`src/rtl/serial_tx_arbiter_pkg.sv`:
```
// Shared types and limits for the serial transmit arbiter.
// State encodings, parameter bounds and the round-robin pointer advance.
package serial_arb_pkg;

    localparam int N_REQ_MIN  = 2;
    localparam int N_REQ_MAX  = 8;
    localparam int DATA_W_DEF = 8;

    typedef enum logic [2:0] {
        ST_IDLE  = 3'd0,
        ST_LOAD  = 3'd1,
        ST_START = 3'd2,
        ST_WAIT  = 3'd3,
        ST_ACK   = 3'd4,
        ST_HOLD  = 3'd5,
        ST_ABORT = 3'd6
    } state_e;

    function automatic int unsigned rr_next(input int unsigned idx, input int unsigned n);
        return (idx + 1 >= n) ? 0 : idx + 1;
    endfunction

endpackage

```
`src/rtl/serial_tx_arbiter_rr_picker.sv`:
```
// Combinational round-robin picker: first set request scanning from ptr_i upward, wrapping.
module rr_picker #(
    parameter int N_REQ = 4,
    parameter int PW    = 2
) (
    input  logic [N_REQ-1:0] req_i,
    input  logic [PW-1:0]    ptr_i,
    output logic             valid_o,
    output logic [PW-1:0]    winner_o
);

    logic [PW:0] idx;

    // Scan from the farthest offset down so the closest hit to ptr_i is written last.
    always_comb begin
        valid_o  = 1'b0;
        winner_o = '0;
        idx      = '0;
        for (int i = N_REQ - 1; i >= 0; i--) begin
            idx = {1'b0, ptr_i} + (PW+1)'(i);
            if (idx >= (PW+1)'(N_REQ))
                idx = idx - (PW+1)'(N_REQ);
            if (req_i[idx[PW-1:0]]) begin
                valid_o  = 1'b1;
                winner_o = idx[PW-1:0];
            end
        end
    end

endmodule

```
`src/rtl/serial_tx_arbiter.sv`:
```
// Shares one UART transmitter among N_REQ byte requesters, round-robin, with lock-held grants.
// Optional WAIT watchdog with ABORT state and timeout_err port: define SERIAL_ARB_TIMEOUT_EN.
module serial_tx_arbiter
    import serial_arb_pkg::*;
#(
    parameter int N_REQ  = 4,
    parameter int DATA_W = DATA_W_DEF
`ifdef SERIAL_ARB_TIMEOUT_EN
    , parameter int TIMEOUT_CYCLES = 100000
`endif
) (
    input  logic                    clock,
    input  logic                    reset,
    input  logic [N_REQ-1:0]        req,
    input  logic [N_REQ-1:0]        lock,
    input  logic [N_REQ*DATA_W-1:0] data_in,
    input  logic                    tx_done,
    output logic                    tx_start,
    output logic [DATA_W-1:0]       tx_data,
    output logic [N_REQ-1:0]        grant,
    output logic [N_REQ-1:0]        ack,
`ifdef SERIAL_ARB_TIMEOUT_EN
    output logic                    timeout_err,
`endif
    output logic                    busy
);

    localparam int PW = (N_REQ > 1) ? $clog2(N_REQ) : 1;

    if (N_REQ < N_REQ_MIN || N_REQ > N_REQ_MAX) begin : g_bad_n_req
        $error("serial_tx_arbiter: N_REQ out of range");
    end

    state_e            state_q, state_d;
    logic [PW-1:0]     rr_ptr_q, rr_ptr_d;
    logic [PW-1:0]     owner_q, owner_d;
    logic [DATA_W-1:0] tx_data_q, tx_data_d;
    logic              pick_vld;
    logic [PW-1:0]     pick_idx;
    logic [PW-1:0]     owner_nxt;
    logic [N_REQ-1:0]  owner_oh;
    logic              wait_expired;

    rr_picker #(
        .N_REQ (N_REQ),
        .PW    (PW)
    ) u_rr_picker (
        .req_i    (req),
        .ptr_i    (rr_ptr_q),
        .valid_o  (pick_vld),
        .winner_o (pick_idx)
    );

    assign owner_nxt = PW'(rr_next(int'(owner_q), N_REQ));
    assign owner_oh  = {{(N_REQ-1){1'b0}}, 1'b1} << owner_q;

`ifdef SERIAL_ARB_TIMEOUT_EN
    logic [31:0] tmo_cnt_q, tmo_cnt_d;

    // Counter idles at zero outside WAIT, so it is implicitly cleared on WAIT entry.
    assign tmo_cnt_d    = (state_q == ST_WAIT) ? tmo_cnt_q + 32'd1 : 32'd0;
    assign wait_expired = (tmo_cnt_q == 32'(TIMEOUT_CYCLES - 1));

    always_ff @(posedge clock or posedge reset) begin
        if (reset) tmo_cnt_q <= '0;
        else       tmo_cnt_q <= tmo_cnt_d;
    end

    assign timeout_err = (state_q == ST_ABORT);
`else
    assign wait_expired = 1'b0;
`endif

    always_comb begin
        state_d   = state_q;
        rr_ptr_d  = rr_ptr_q;
        owner_d   = owner_q;
        tx_data_d = tx_data_q;
        case (state_q)
            ST_IDLE: begin
                if (pick_vld) begin
                    owner_d = pick_idx;
                    state_d = ST_LOAD;
                end
            end
            ST_LOAD: begin
                tx_data_d = data_in[int'(owner_q)*DATA_W +: DATA_W];
                state_d   = ST_START;
            end
            ST_START: state_d = ST_WAIT;
            ST_WAIT: begin
                // A done arriving on the expiry cycle still counts as success.
                if (tx_done)           state_d = ST_ACK;
                else if (wait_expired) state_d = ST_ABORT;
            end
            ST_ACK: begin
                if (lock[owner_q]) begin
                    state_d = ST_HOLD;
                end else begin
                    rr_ptr_d = owner_nxt;
                    state_d  = ST_IDLE;
                end
            end
            ST_HOLD: begin
                if (req[owner_q]) begin
                    state_d = ST_LOAD;
                end else if (!lock[owner_q]) begin
                    rr_ptr_d = owner_nxt;
                    state_d  = ST_IDLE;
                end
            end
            ST_ABORT: begin
                rr_ptr_d = owner_nxt;
                state_d  = ST_IDLE;
            end
            default: state_d = ST_IDLE;
        endcase
    end

    always_ff @(posedge clock or posedge reset) begin
        if (reset) begin
            state_q   <= ST_IDLE;
            rr_ptr_q  <= '0;
            owner_q   <= '0;
            tx_data_q <= '0;
        end else begin
            state_q   <= state_d;
            rr_ptr_q  <= rr_ptr_d;
            owner_q   <= owner_d;
            tx_data_q <= tx_data_d;
        end
    end

    assign busy     = (state_q != ST_IDLE);
    assign tx_start = (state_q == ST_START);
    assign tx_data  = tx_data_q;
    assign grant    = (busy && state_q != ST_ABORT) ? owner_oh : '0;
    assign ack      = (state_q == ST_ACK) ? owner_oh : '0;

endmodule

```
`config.mk`:
```
export PLATFORM = sky130hd
export DESIGN_NAME = serial_tx_arbiter
export DESIGN_NICKNAME = d
export VERILOG_FILES = /design/src/rtl/serial_tx_arbiter_pkg.sv /design/src/rtl/serial_tx_arbiter_rr_picker.sv /design/src/rtl/serial_tx_arbiter.sv
export SDC_FILE = /design/constraint.sdc
export NUM_CORES = 1
export LEC_CHECK = 0
export ABC_AREA = 1
export BUFFER_PORTS_ARGS = -buffer_cell sky130_fd_sc_hd__buf_4
export CAP_MARGIN = 20
export CORE_MARGIN = 2
export CORE_UTILIZATION = 47
export DETAILED_ROUTE_END_ITERATION = 12
export HOLD_SLACK_MARGIN = 0.06
export PLACE_DENSITY = 0.84
export SLEW_MARGIN = 20
export SYNTH_ARGS = -nofsm -noshare
export SYNTH_HDL_FRONTEND = slang
export SYNTH_SLANG_ARGS = --single-unit
```
`constraint.sdc`:
```
create_clock -name clock -period 1.4 [get_ports clock]
set_input_delay 0.07 -clock clock [delete_from_list [all_inputs] [get_ports clock]]
set_output_delay 0.07 -clock clock [all_outputs]
set_load 0.05 [all_outputs]
```
==> impl_metrics.xml <==
<?xml version="1.0" encoding="UTF-8"?>
<metrics>
  <group name="final_layout">
    <metric name="multi_input_area" unit="um^2">973</metric>
    <metric name="filler_cell_count" unit="">158</metric>
    <metric name="final_common_cell" unit="">sky130_fd_sc_hd__buf_4</metric>
    <metric name="layout-drive-gt1-share" unit="%">54.3</metric>
    <metric name="finish.net_count" unit="">350</metric>
    <metric name="syn_to_final_growth" unit="%">71.4</metric>
    <metric name="antenna_cells" unit="">0</metric>
    <metric name="most-common-layout-cells" unit="">sky130_fd_sc_hd__buf_4 (81), sky130_fd_sc_hd__nand2_1 (58), sky130_fd_sc_hd__nand2_2 (22)</metric>
    <metric name="final-seq-area" unit="um^2">379</metric>
  </group>
  <group name="timing">
    <metric name="setup_tns" unit="ps">-1300</metric>
    <metric name="finalMaxSlewViolations" unit="">0</metric>
    <metric name="min_period" unit="ps">1570</metric>
    <metric name="report.final.hold_viol_count" unit="">0</metric>
    <metric name="grt_setup_unrepaired" unit="">yes</metric>
    <metric name="maxClockFrequency" unit="MHz">638</metric>
    <metric name="report.final.setup_viol" unit="">16</metric>
    <metric name="min_period_over_period" unit="%">112</metric>
    <metric name="slew_headroom" unit="%">59.3</metric>
    <metric name="postLayoutSetupSlackWorst" unit="ps">-167</metric>
    <metric name="timing.clock.skew" unit="ps">9.41</metric>
    <metric name="timing_worst_slew_pin_value" unit="ps">610</metric>
  </group>
  <group name="worst_setup_path">
    <metric name="timing.critical_path.required" unit="ps">1580</metric>
    <metric name="critPathKind" unit="">reg2reg</metric>
    <metric name="crit_family" unit="">simple AND/OR/NAND/NOR gates</metric>
    <metric name="critical-path-slowest-cell" unit="">sky130_fd_sc_hd__dfrtp_2</metric>
    <metric name="crit_arrival" unit="ps">1750</metric>
    <metric name="critical-path-max-stage-delay" unit="ps">500</metric>
    <metric name="crit_path_max_fanout" unit="">7</metric>
    <metric name="timing.critical_path.cells" unit="">inv_4 -&gt; buf_4 -&gt; nand2_1 -&gt; nand3_1 -&gt; nand3_2 -&gt; nand4_1 -&gt; nand2_1 -&gt; o21ai_1</metric>
    <metric name="worst_setup_path_start_kind" unit="">register</metric>
    <metric name="cp_num_buf_inv" unit="">2</metric>
    <metric name="worst_setup_path_end_kind" unit="">register</metric>
    <metric name="cell_occurring_most_often_along_the_worst_timing_path" unit="">sky130_fd_sc_hd__nand2_1</metric>
  </group>
  <group name="routing">
    <metric name="detail-route-antenna-nets" unit="">0</metric>
    <metric name="route.final.wire_length" unit="mm">4.89</metric>
    <metric name="viasPerCell" unit="">5.38</metric>
    <metric name="vias" unit="">1790</metric>
    <metric name="drt_drc_violations_left" unit="">0</metric>
    <metric name="routed_wire_length_per_instance" unit="um">14.7</metric>
    <metric name="drt_pass1_iterations" unit="">5</metric>
    <metric name="drtIter0Drc" unit="">124</metric>
  </group>
  <group name="floorplan">
    <metric name="die-area" unit="um^2">3290</metric>
    <metric name="core.rowCount" unit="">19</metric>
    <metric name="floorplan.die.width" unit="um">57.3</metric>
    <metric name="start_util" unit="%">48.9</metric>
    <metric name="die_h" unit="um">57.3</metric>
    <metric name="ioPinCount" unit="">61</metric>
    <metric name="core" unit="um^2">2730</metric>
  </group>
  <group name="synth">
    <metric name="synth_cell_type_count" unit="">26</metric>
    <metric name="number_of_nets_in_the_synthesized_netlist" unit="">256</metric>
    <metric name="synth_warn" unit="">0</metric>
    <metric name="yosys_register_bits" unit="">15</metric>
    <metric name="synth_area_per_cell" unit="um^2">6.40</metric>
    <metric name="yosysSeqAreaShare" unit="%">28.1</metric>
    <metric name="synthCells" unit="">209</metric>
    <metric name="synthesis.area" unit="um^2">1340</metric>
  </group>
  <group name="power">
    <metric name="finalPower" unit="uW">5630</metric>
    <metric name="vdd.ir_drop.worst" unit="mV">2.38</metric>
    <metric name="pwr-share-clk" unit="%">4.9</metric>
    <metric name="p_leak" unit="uW">0.00119</metric>
    <metric name="pwr_density_cell" unit="nW/um^2">2460</metric>
    <metric name="power_frac_comb" unit="%">78.9</metric>
    <metric name="power.switching_fraction" unit="%">55.2</metric>
    <metric name="p_switching" unit="uW">3110</metric>
    <metric name="sequentialPowerShare" unit="%">16.2</metric>
    <metric name="power.internal" unit="uW">2520</metric>
  </group>
  <group name="clock_tree">
    <metric name="clk_pin_slew_worst_paths" unit="ps">110</metric>
    <metric name="cts_htree_levels" unit="">1</metric>
    <metric name="clk_latency" unit="ps">300</metric>
    <metric name="root_buffer" unit="">sky130_fd_sc_hd__clkbuf_4</metric>
    <metric name="cts_tree" unit="">built</metric>
    <metric name="clock_sinks" unit="">15</metric>
    <metric name="tritoncts.num_buffers" unit="">3</metric>
    <metric name="max_clock_buf_depth" unit="">2</metric>
  </group>
  <group name="status">
    <metric name="violations" unit="">negative setup slack</metric>
    <metric name="status" unit="">complete, but fails checks</metric>
  </group>
  <group name="placed_design">
    <metric name="hpwlAfterDp" unit="mm">3.14</metric>
    <metric name="buffer_ports.inserted" unit="">60</metric>
    <metric name="gp_congestion" unit="">0.905</metric>
  </group>
  <group name="global_routing">
    <metric name="global_route.overflow_total" unit="">0</metric>
    <metric name="wire_length_of_the_first_global_routing_pass" unit="mm">7.08</metric>
    <metric name="grt_start_max_net_pins" unit="">16</metric>
    <metric name="global_route.usage.total" unit="%">27.3</metric>
    <metric name="grt_antenna_before_repair" unit="">0</metric>
    <metric name="first_global_vias" unit="">1673</metric>
  </group>
  <group name="run">
    <metric name="max-cap-violations" unit="">0</metric>
  </group>
  <group name="hold_path">
    <metric name="holdCritPathClass" unit="">in2reg</metric>
  </group>
</metrics>
[cell usage after synthesis]
master / count / area, um^2
sky130_fd_sc_hd__nand2_1: 72 / 270
sky130_fd_sc_hd__nor2_1: 27 / 101
sky130_fd_sc_hd__o21ai_0: 17 / 85.1
sky130_fd_sc_hd__dfrtp_1: 15 / 375
sky130_fd_sc_hd__inv_1: 14 / 52.6
sky130_fd_sc_hd__nand3_1: 13 / 65.1
sky130_fd_sc_hd__nand2_2: 10 / 62.6
sky130_fd_sc_hd__o22ai_1: 9 / 56.3
sky130_fd_sc_hd__inv_2: 5 / 18.8
sky130_fd_sc_hd__buf_6: 4 / 45.0
sky130_fd_sc_hd__ha_1: 4 / 50.1
sky130_fd_sc_hd__nand4_1: 3 / 18.8
sky130_fd_sc_hd__buf_2: 2 / 10.0
sky130_fd_sc_hd__o21ai_1: 2 / 10.0
sky130_fd_sc_hd__a21oi_2: 1 / 8.76
sky130_fd_sc_hd__buf_4: 1 / 7.51
sky130_fd_sc_hd__bufbuf_8: 1 / 18.8
sky130_fd_sc_hd__inv_6: 1 / 8.76
sky130_fd_sc_hd__nand3_2: 1 / 10.0
sky130_fd_sc_hd__nand3b_1: 1 / 7.51
sky130_fd_sc_hd__nor2_2: 1 / 6.26
sky130_fd_sc_hd__nor2_4: 1 / 11.3
sky130_fd_sc_hd__nor3_4: 1 / 16.3
sky130_fd_sc_hd__o211ai_1: 1 / 7.51
sky130_fd_sc_hd__o21a_1: 1 / 7.51
sky130_fd_sc_hd__or3_1: 1 / 6.26
[tightest hold or removal path: stages]
cell and delay [ps]:
sky130_fd_sc_hd__buf_4 80, sky130_fd_sc_hd__nor2_1 30, sky130_fd_sc_hd__o22ai_1 110, sky130_fd_sc_hd__nand2_1 60
sky130_fd_sc_hd__nand2_1 50
[worst paths after layout]
kind | startpoint | endpoint | slack, ps | cells past startpoint
max | owner_q[0] | rr_ptr_q[0] | -170 | 8
min | data_in[1] | tx_data[1] | 120 | 5
max reg2reg | owner_q[0] | rr_ptr_q[0] | -170 | 8
min reg2reg | tx_data[5] | tx_data[5] | 500 | 2
max in group asynchronous | reset | owner_q[0] | 580 | 3
min in group asynchronous | reset | tx_data[7] | 380 | 3
[logic make-up after synthesis]
group / share of synthesized area [%]
flip-flops: 28.1
AND/OR/NAND/NOR: 43.0
buffers and inverters: 12.1
adder cells (fa/ha/maj): 3.74
AO/OA/AOI/OAI: 13.1
[state kept, by name, summed over array words and instances (netlist names)]
register and flops:
state_q 3, tx_data 8, rr_ptr_q 2, owner_q 2
[power groups by stage]
stage / combinational [uW] / clock [uW] / sequential, uW
floorplan: 2230 / 0 / 1190
global placement: 3400 / 0 / 869
detailed placement: 3460 / 0 / 870
CTS: 3950 / 271 / 883
global route: 4770 / 296 / 929
finish: 4440 / 277 / 911
[final cells by class]
cell class	instances	share of cell area (%)
tap	31	1.69
clock buffer	3	0.983
timing repair buffer	97	34.5
inverter	20	3.60
clock inverter	1	0.218
multi-input combinational	166	42.5
sequential	15	16.5
[metal layers]
layer | track usage [%] | vias up | share of wire, %
met2 | 52.6 | 97 | 53
li1 | - | 861 | -
met3 | 4.31 | 21 | 6.8
met4 | 6.64 | 0 | 3.5
met5 | 0 | - | 0
met1 | 30.8 | 811 | 37
[through the flow]
step | util [%] | hold slack [ps] | instances | cell area (um^2) | setup slack [ps]
finish | 83.8 | 122 | 333 | 2290 | -167
floorplan | - | -28.5 | 209 | 1390 | -138
global placement | 70.0 | 166 | 307 | 1910 | -87.5
detailed placement | 70.0 | 175 | 307 | 1910 | -130
global route | 83.8 | 150 | 333 | 2290 | -189
CTS | 79.0 | 105 | 327 | 2160 | -105
[repair_timing]
action	in CTS	in global routing
hold buffers	1	0
resized for setup	30	31
endpoints found under the hold margin	15	0
pin swaps	9	16
setup endpoints to repair	15	16
buffers inserted	17	6
Power figures use the tool's default switching activity.
